--- config.mk ---
export PLATFORM = sky130hd
export DESIGN_NAME = avalon_port_arbiter_flat
export DESIGN_NICKNAME = d
export VERILOG_FILES = /design/src/rtl/avalon_port_arbiter_if.sv /design/src/rtl/avalon_port_arbiter.sv /design/src/flat_wrapper.sv
export SDC_FILE = /design/constraint.sdc
export NUM_CORES = 1
export LEC_CHECK = 0
export CAP_MARGIN = 30
export CORE_MARGIN = 10
export CORE_UTILIZATION = 40
export CTS_BUF_LIST = sky130_fd_sc_hd__clkbuf_16
export DETAILED_ROUTE_END_ITERATION = 12
export PLACE_DENSITY = 0.81
export SYNTH_ARGS = -nofsm -noshare
export SYNTH_HDL_FRONTEND = slang
export SYNTH_SLANG_ARGS = --single-unit
--- constraint.sdc ---
create_clock -name CLK -period 2.1 [get_ports CLK]
set_input_delay 0.21 -clock CLK [delete_from_list [all_inputs] [get_ports CLK]]
set_output_delay 0.21 -clock CLK [all_outputs]
set_load 0.05 [all_outputs]
--- src/rtl/avalon_port_arbiter_if.sv ---
// avalon_port_arbiter_if: I/D request ports and single-master bus shared through the arbiter
interface avalon_port_arbiter_if #(
  parameter int WIDTH  = 32,
  parameter int ADDR_W = 32
);
  logic              req_i;
  logic [ADDR_W-1:0] addr_i;
  logic              done_i;
  logic [WIDTH-1:0]  rdata_i;
  logic              req_d;
  logic              rnw_d;
  logic [ADDR_W-1:0] addr_d;
  logic [WIDTH-1:0]  wdata_d;
  logic              done_d;
  logic [WIDTH-1:0]  rdata_d;
  logic              m_start;
  logic              m_rnw;
  logic [ADDR_W-1:0] m_address;
  logic [WIDTH-1:0]  m_wdata;
  logic              m_done;
  logic [WIDTH-1:0]  m_rdata;
  logic              busy;
  logic              owner;
  modport slave (
    input  req_i, addr_i, req_d, rnw_d, addr_d, wdata_d, m_done, m_rdata,
    output done_i, rdata_i, done_d, rdata_d, m_start, m_rnw, m_address, m_wdata, busy, owner
  );
  modport master (
    output req_i, addr_i, req_d, rnw_d, addr_d, wdata_d, m_done, m_rdata,
    input  done_i, rdata_i, done_d, rdata_d, m_start, m_rnw, m_address, m_wdata, busy, owner
  );
endinterface

--- src/rtl/avalon_port_arbiter.sv ---
// avalon_port_arbiter: shares one avalon master between I and D ports; ARB_ROUND_ROBIN_EN selects round-robin over fixed D priority
module avalon_port_arbiter (
  input logic CLK,
  input logic RST,
  avalon_port_arbiter_if.slave bus
);
  typedef enum logic [1:0] {IDLE, ISSUE, BUSY, RESP} state_t;
  state_t state;
  logic   grant_d;
`ifdef ARB_ROUND_ROBIN_EN
  assign grant_d = bus.req_d & (~bus.req_i | ~bus.owner);
`else
  assign grant_d = bus.req_d;
`endif
  always_ff @(posedge CLK) begin
    if (RST) begin
      state         <= IDLE;
      bus.m_start   <= 1'b0;
      bus.done_i    <= 1'b0;
      bus.done_d    <= 1'b0;
      bus.busy      <= 1'b0;
      bus.owner     <= 1'b0;
      bus.m_rnw     <= 1'b1;
      bus.m_address <= '0;
      bus.m_wdata   <= '0;
      bus.rdata_i   <= '0;
      bus.rdata_d   <= '0;
    end else begin
      case (state)
        IDLE: if (bus.req_i | bus.req_d) begin
          bus.owner     <= grant_d;
          bus.m_rnw     <= grant_d ? bus.rnw_d : 1'b1;
          bus.m_address <= grant_d ? bus.addr_d : bus.addr_i;
          bus.m_wdata   <= grant_d ? bus.wdata_d : '0;
          bus.m_start   <= 1'b1;
          bus.busy      <= 1'b1;
          state         <= ISSUE;
        end
        ISSUE: begin
          bus.m_start <= 1'b0;
          state       <= BUSY;
        end
        BUSY: if (bus.m_done) begin
          if (bus.owner) bus.rdata_d <= bus.m_rdata;
          else bus.rdata_i <= bus.m_rdata;
          bus.done_d <= bus.owner;
          bus.done_i <= ~bus.owner;
          state      <= RESP;
        end
        RESP: begin
          bus.done_i <= 1'b0;
          bus.done_d <= 1'b0;
          bus.busy   <= 1'b0;
          state      <= IDLE;
        end
        default: state <= IDLE;
      endcase
    end
  end
endmodule
--- src/flat_wrapper.sv ---
// flat-port wrapper written by rule: the top's interface ports become plain ports
module avalon_port_arbiter_flat 
  (CLK, RST, bus_req_i, bus_addr_i, bus_req_d, bus_rnw_d, bus_addr_d, bus_wdata_d, bus_m_done, bus_m_rdata, bus_done_i, bus_rdata_i, bus_done_d, bus_rdata_d, bus_m_start, bus_m_rnw, bus_m_address, bus_m_wdata, bus_busy, bus_owner);
  avalon_port_arbiter_if bus_i ();
  input logic CLK;
  input logic RST;
  input wire logic [$bits(bus_i.req_i)-1:0] bus_req_i;
  input wire logic [$bits(bus_i.addr_i)-1:0] bus_addr_i;
  input wire logic [$bits(bus_i.req_d)-1:0] bus_req_d;
  input wire logic [$bits(bus_i.rnw_d)-1:0] bus_rnw_d;
  input wire logic [$bits(bus_i.addr_d)-1:0] bus_addr_d;
  input wire logic [$bits(bus_i.wdata_d)-1:0] bus_wdata_d;
  input wire logic [$bits(bus_i.m_done)-1:0] bus_m_done;
  input wire logic [$bits(bus_i.m_rdata)-1:0] bus_m_rdata;
  output wire logic [$bits(bus_i.done_i)-1:0] bus_done_i;
  output wire logic [$bits(bus_i.rdata_i)-1:0] bus_rdata_i;
  output wire logic [$bits(bus_i.done_d)-1:0] bus_done_d;
  output wire logic [$bits(bus_i.rdata_d)-1:0] bus_rdata_d;
  output wire logic [$bits(bus_i.m_start)-1:0] bus_m_start;
  output wire logic [$bits(bus_i.m_rnw)-1:0] bus_m_rnw;
  output wire logic [$bits(bus_i.m_address)-1:0] bus_m_address;
  output wire logic [$bits(bus_i.m_wdata)-1:0] bus_m_wdata;
  output wire logic [$bits(bus_i.busy)-1:0] bus_busy;
  output wire logic [$bits(bus_i.owner)-1:0] bus_owner;
  assign bus_i.req_i = bus_req_i;
  assign bus_i.addr_i = bus_addr_i;
  assign bus_i.req_d = bus_req_d;
  assign bus_i.rnw_d = bus_rnw_d;
  assign bus_i.addr_d = bus_addr_d;
  assign bus_i.wdata_d = bus_wdata_d;
  assign bus_i.m_done = bus_m_done;
  assign bus_i.m_rdata = bus_m_rdata;
  assign bus_done_i = bus_i.done_i;
  assign bus_rdata_i = bus_i.rdata_i;
  assign bus_done_d = bus_i.done_d;
  assign bus_rdata_d = bus_i.rdata_d;
  assign bus_m_start = bus_i.m_start;
  assign bus_m_rnw = bus_i.m_rnw;
  assign bus_m_address = bus_i.m_address;
  assign bus_m_wdata = bus_i.m_wdata;
  assign bus_busy = bus_i.busy;
  assign bus_owner = bus_i.owner;
  avalon_port_arbiter u_core (.CLK(CLK), .RST(RST), .bus(bus_i));
endmodule
==> results by group, run 1 <==
Yosys
  – Synth cell types: 28
  – Cell Area, Synth: about 0.0052 mm²
  – Cells after Synth: a little over 600
  – Syn_area_per_cell: 8.48 µm²
  – Register area share after synthesis: approximately 53%
  – Yosys top cell by area: dfxtp_1
  – Synth Register Bits: 136
  – Top cells by area, synth: dfxtp_1 53%, nand2_1 12%, a21oi_1 9.7%
  – Ys Warns: 0
  – Yosys top cell area share: 52.6%
  – Syn nets: 751

Clock tree
  – Clk sinks: 136
  – H-tree depth: 4
  – Post-cts sizing count: 0
  – TritonCTS clock tree: yes
  – Worst-path clk slew: 0.06 ns
  – # hold bufs at CTS: 0
  – Total CTS buffers: 17
  – Post-CTS Setup Bufs: 0
  – Root buffer cell: clkbuf_16
  – CTS max path bufs: 2
  – Clk Latency, worst-skew pair: 0.41 ns

Setup path
  – Slowest CP cell: clkdlybuf4s50_1
  – CP required: around 1.9 ns
  – Crit path max-delay family: buffers and inverters
  – WS Path Type: reg2out
  – CP max stage delay: 0.88 ns
  – Worst setup SP type: flop
  – CP Capture Type: output port
  – Critical Path, Cell by Cell: clkdlybuf4s50_1
  – WP data arrival: 1.71 ns
  – Crit-path max FO: 7
  – Worst path buffer plus inverter count: 1

Cells and area
  – Fin nets: about 1,000
  – Area Growth Syn to Fin: 66.9%
  – Most common cell after layout, fill and taps aside: clkdlybuf4s50_1
  – Commonest non-fill, non-tap cells in the layout: 265 x clkdlybuf4s50_1, 163 x nand2_1, 136 x dfxtp_1
  – Diodes inserted: 0
  – Share of layout cells above drive strength 1: just under 6%
  – Post-layout util: approximately 68%

STA
  – Final min period: 1.92 ns
  – Final max-slew violation count: 0
  – Clock Skew: about 0.0050 ns
  – Worst slew pin tran: 0.568 ns
  – Relative slew slack: 62.0%
  – Setup repair after global routing missed its margin: no
  – Final hold vios: 0
  – Max frequency: 522 MHz
  – Sum of negative setup slack: 0 ns
  – Final period utilization: 91.2%
  – Finish-stage setup viols: 0

Drt
  – Met3 Wirelength: 2150 µm
  – Vias per cell: 4.92
  – WL/cell: 16.7 µm
  – DRC viols: 0
  – Top Metal Used: met4
  – DR vias: ~5,000
  – Post-route ant nets: 0
  – Initial DRC count: ~310
  – Wire length on met1: 6600 µm
  – Met2 wire len: around 8300 µm
  – First drt pass iteration count: 4
  – Routed WL: 17,500 µm

Global route
  – GRT overflow: 0
  – Maximum number of pins on one net before global-route repair: 67
  – All-layer global routing usage: 18.7%
  – Vias in the first global route: 5,125
  – Initial antenna violation count: 0
  – Global-route wire length before repair: 27,100 µm

Power
  – VDD IR max: between 600 and 700 µV
  – Overall Power: ~11 mW
  – Leak Pwr: between 3 and 4 nW
  – PD cells: 1250 mW/mm²

Die
  – Ports: 268
  – Die width: 134 µm
  – # rows: 41
  – Initial Utilization: 40.9%
  – Die Y: 134 µm
  – Die area: 0.0179 mm²
  – Placeable Area: 0.0127 mm²

Flow run
  – Max cap viols: 0

Placed design
  – Final Wtd Congestion: 0.779
  – Hpwl dp: 12,900 µm
  – # port buffers: 267

Worst hold path
  – Hold Crit Class: in2reg

Status
  – Status: finished, final reports clean
[stage by stage]
stage / setup WS, ns / instances / cell area (µm²) / hold WS [ns]
after floorplan: 0.624 / 611 / 5180 / 0.346
after global placement: 0.504 / 1015 / 7980 / 0.437
after detailed placement: 0.446 / 1015 / 7980 / 0.442
after CTS: 0.143 / 1047 / 8640 / 0.156
after global routing: 0.0885 / 1047 / 8640 / 0.178
final: 0.185 / 1047 / 8640 / 0.170
[power by group]
part | leakage, nW | switching (mW) | total (mW) | internal, mW
combinational | 1.74 | 2.75 | 4.22 | 1.47
clock | 0.323 | 1.10 | 3.31 | 2.21
sequential | 1.11 | 0.231 | 3.26 | 3.03
[worst paths after layout]
path	from	to	slack, ns	cells past startpoint
min	bus_req_d	u_core.bus.owner	0.17	3
min reg2reg	u_core.bus.m_wdata[24]	u_core.bus.m_wdata[24]	0.45	2
max reg2reg	u_core.state[0]	u_core.bus.rdata_d[23]	0.43	6
max	u_core.bus.owner	bus_owner	0.18	1
[cells by family after synthesis]
logic type	share of synthesized area, %
compound gates	15.5
fa+ha+maj	1.45
buf+inv	4.95
flops	52.6
mux	6.57
simple gates	18.9
[worst register-to-register path: cells and delay by family (launching register included)]
kind	cells	cell delay (ns)
flip-flops	1	0.41
adder cells (fa/ha/maj)	1	0.30
buffers and inverters	2	0.45
AO/OA/AOI/OAI	1	0.16
AND/OR/NAND/NOR	2	0.28
[cell usage after synthesis, drive strengths merged]
master and count:
mux2i 34, ha 6, and3b 1, nor2 35
nand2 163, clkbuf 26, nand3 33, or3 1
inv 3, nand3b 2, o21ai 2, a21boi 1
or3b 1, a311oi 1, a2bb2oi 1, a21oi 100
buf 25, and3 1, nand2b 3, o21a 2
dfxtp 136, or2 1, a211oi 33
[area by class of cell]
type                       instances  area, µm²
clock buffer                      17        425
clock inverter                    15        231
fill                            1064       4030
inverter                           3       11.3
multi-input combinational        421       2200
sequential                       136       2720
tap                              172        215
timing repair buffer             283       2840
[flip-flops by register name, indices dropped and copies added, names as in the netlist]
signal                flops
u_core.bus.owner          1
u_core.bus.busy           1
u_core.bus.rdata_i       32
u_core.bus.rdata_d       32
u_core.bus.done_d         1
u_core.bus.m_wdata       32
u_core.bus.m_address     32
u_core.bus.done_i         1
u_core.bus.m_rnw          1
u_core.bus.m_start        1
u_core.state              2
[metal layers]
layer / up-vias / track usage (%)
li1: 2568 / -
met1: 2326 / 20.0
met5: - / 0
met4: 0 / 7.13
met3: 25 / 9.97
met2: 234 / 30.8
(Power assumes the default switching activity.)
==> run 2, diff against run 1 <==
CORE_UTILIZATION = 62   (was 40)
DONT_BUFFER_PORTS = 1   (was not set)
PLACE_DENSITY = 0.78   (was 0.81)
==> run 2 against run 1 <==
  * Non-clock buffer count fell by 189
  * Final area shrank 23%
  * Sequential share of layout area is 9.2 points higher
  * Power down 7.0%
  * Clock power shrank 13%
  * Critical path depth grew 6
  * Maximum frequency down 3.6%
  * Sequential power grew 48%
  * Hold slack got worse by 0.17 ns
  * Critical endpoint is now u_core.bus.m_address[19]
  * Largest power group is now registers
==> results by group, run 2 (synthesis results as in run 1) <==
Status
  – Status: finished, final reports clean (unchanged)

Flow run
  – Max cap viols: 0 (unchanged)

Setup path
  – WP data arrival: 2.34 ns (was 1.71 ns)
  – CP required: 2.45 ns (was 1.89 ns)
  – CP Capture Type: flop (was output port)
  – Critical Path, Cell by Cell: inv_2 > ha_4 > o21a_4 > buf_12 > nor2_1 > a211oi_2 > dlygate4sd3_1 (was clkdlybuf4s50_1)
  – Crit path max-delay family: buffers and inverters (unchanged)
  – CP max stage delay: 0.58 ns (was 0.88 ns)
  – WS Path Type: reg2reg (was reg2out)
  – Worst setup SP type: flop (unchanged)
  – Worst path buffer plus inverter count: 3 (was 1)
  – Worst R2R Start: u_core.state[1] (was u_core.state[0])
  – Crit-path max FO: 17 (was 7)
  – Slowest CP cell: dlygate4sd3_1 (was clkdlybuf4s50_1)
  – Worst Setup SP: u_core.state[1] (was u_core.bus.owner)

Cells and area
  – Diodes inserted: 0 (unchanged)
  – Most common cell after layout, fill and taps aside: nand2_1 (was clkdlybuf4s50_1)
  – Area Growth Syn to Fin: 29.1% (was 66.9%)
  – Share of layout cells above drive strength 1: 7.87% (was 5.83%)
  – Commonest non-fill, non-tap cells in the layout: 163 x nand2_1, 135 x dfxtp_1, 100 x a21oi_1 (was 265 x clkdlybuf4s50_1, 163 x nand2_1, 136 x dfxtp_1)
  – Fin nets: 813 (was 1,002)
  – Fin area: 0.00669 mm² (was 0.00864 mm²)

Die
  – Placeable Area: 0.00818 mm² (was 0.0127 mm²)
  – Initial Utilization: 63.3% (was 40.9%)
  – Die Y: 111 µm (was 134 µm)
  – Die area: 0.0124 mm² (was 0.0179 mm²)
  – Die width: 111 µm (was 134 µm)
  – Ports: 268 (unchanged)
  – # rows: 33 (was 41)

Drt
  – Post-route ant nets: 0 (unchanged)
  – Routed WL: 17,700 µm (was 17,500 µm)
  – Initial DRC count: 384 (was 307)
  – First drt pass iteration count: 5 (was 4)
  – WL/cell: 22.4 µm (was 16.7 µm)
  – Vias per cell: 6.00 (was 4.92)
  – DR vias: 4,748 (was 5,153)
  – DRC viols: 0 (unchanged)

Placed design
  – Hpwl dp: 10,500 µm (was 12,900 µm)
  – Final Wtd Congestion: 0.800 (was 0.779)
  – Area after DPL: 0.00515 mm² (was 0.00798 mm²)
  – # port buffers: 0 (was 267)

STA
  – Max frequency: 503 MHz (was 522 MHz)
  – Final max-slew violation count: 0 (unchanged)
  – Final min period: 1.99 ns (was 1.92 ns)
  – WHS: 0.00149 ns (was 0.170 ns)
  – Sum of negative setup slack: 0 ns (unchanged)
  – Clock Skew: 0.0102 ns (was 0.00502 ns)
  – Setup repair after global routing missed its margin: no (unchanged)
  – Finish-stage setup viols: 0 (unchanged)
  – Relative slew slack: 59.9% (was 62.0%)
  – Final hold vios: 0 (unchanged)
  – Worst slew pin tran: 0.600 ns (was 0.568 ns)
  – Final period utilization: 94.6% (was 91.2%)

Clock tree
  – Worst-path clk slew: 0.06 ns (about the same)
  – Clk sinks: 136 (unchanged)
  – H-tree depth: 4 (unchanged)
  – CTS max path bufs: 2 (unchanged)
  – TritonCTS clock tree: yes (unchanged)
  – Clk Latency, worst-skew pair: 0.41 ns (about the same)
  – Total CTS buffers: 17 (unchanged)
  – Root buffer cell: clkbuf_16 (unchanged)

Global route
  – Initial antenna violation count: 0 (unchanged)
  – Vias in the first global route: 4,859 (was 5,125)
  – Global-route wire length before repair: 26,800 µm (was 27,100 µm)
  – Maximum number of pins on one net before global-route repair: 99 (was 67)
  – GRT overflow: 0 (unchanged)
  – All-layer global routing usage: 26.4% (was 18.7%)

Worst hold path
  – Hold Startpoint: bus_wdata_d[6] (was bus_req_d)
  – Hold Crit Class: in2reg (unchanged)

Power
  – PD cells: 1500 mW/mm² (was 1250 mW/mm²)
  – Leak Pwr: 2.55 nW (was 3.18 nW)
  – VDD IR max: 846 µV (was 618 µV)
-- run 2: cell types whose count changed in the layout (fill, tap and decap cells not counted), moves of 4 or more --
cell,change
buf_4,-6
bufinv_16,-4
clkdlybuf4s50_1,-265
clkinvlp_4,+5
dlygate4sd3_1,+81
-- run 2: worst paths after layout --
check	to	slack (ns)	cells past startpoint
min	u_core.bus.m_wdata[6]	0.001	2
min reg2reg	u_core.state[0]	0.52	1
max	u_core.bus.m_address[19]	0.11	7
max reg2reg	u_core.bus.m_address[19]	0.11	7
-- run 2: where the power goes --
| group | leakage [nW] | internal (mW) | switching (mW) |
|---|---|---|---|
| Combinational | 1.18 | 1.06 | 1.23 |
| Sequential | 1.11 | 3.03 | 1.82 |
| Clock | 0.261 | 1.75 | 1.14 |
| Total | 2.55 | 5.84 | 4.19 |
-- run 2: what timing repair did --
action	4_1_cts	5_1_grt
gates resized for setup	0	12
setup buffers	0	1
setup endpoints to repair	0	34
hold endpoints to repair	135	0
hold buffers	82	0
-- run 2: layout make-up --
cell class	count	area, µm²
repair buffers	94	1000
flip-flops and latches	136	2720
fillers	501	1490
clock inverters	15	151
inverters	3	11.3
well taps	105	131
clock buffers	17	425
multi-input cells	421	2240
-- run 2: layer usage --
layer	vias to the layer above	track usage [%]	wire length (µm)
met2	296	46.0	9250
met4	0	11.1	484
met3	41	13.1	2090
li1	2189	-	-
met5	-	0	0
met1	2222	26.1	5900
-- run 2: through the flow --
| stage | cells | util (%) | power (mW) | setup slack [ns] |
|---|---|---|---|---|
| after global placement | 673 | 62.8 | 6.32 | 0.514 |
| final | 791 | 81.8 | 10.0 | 0.112 |
| after floorplan | 611 | - | 6.07 | 0.624 |
| after global routing | 791 | 81.8 | 10.4 | 0.0346 |
| after detailed placement | 674 | 63.0 | 6.44 | 0.469 |
| after CTS | 788 | 80.3 | 9.65 | 0.0118 |
==> run 3, diff against run 2 <==
RECOVER_POWER = 25   (was not set)
==> results of run 3 <==
No change in the layout: final DEF, timing and power equal those of run 2.
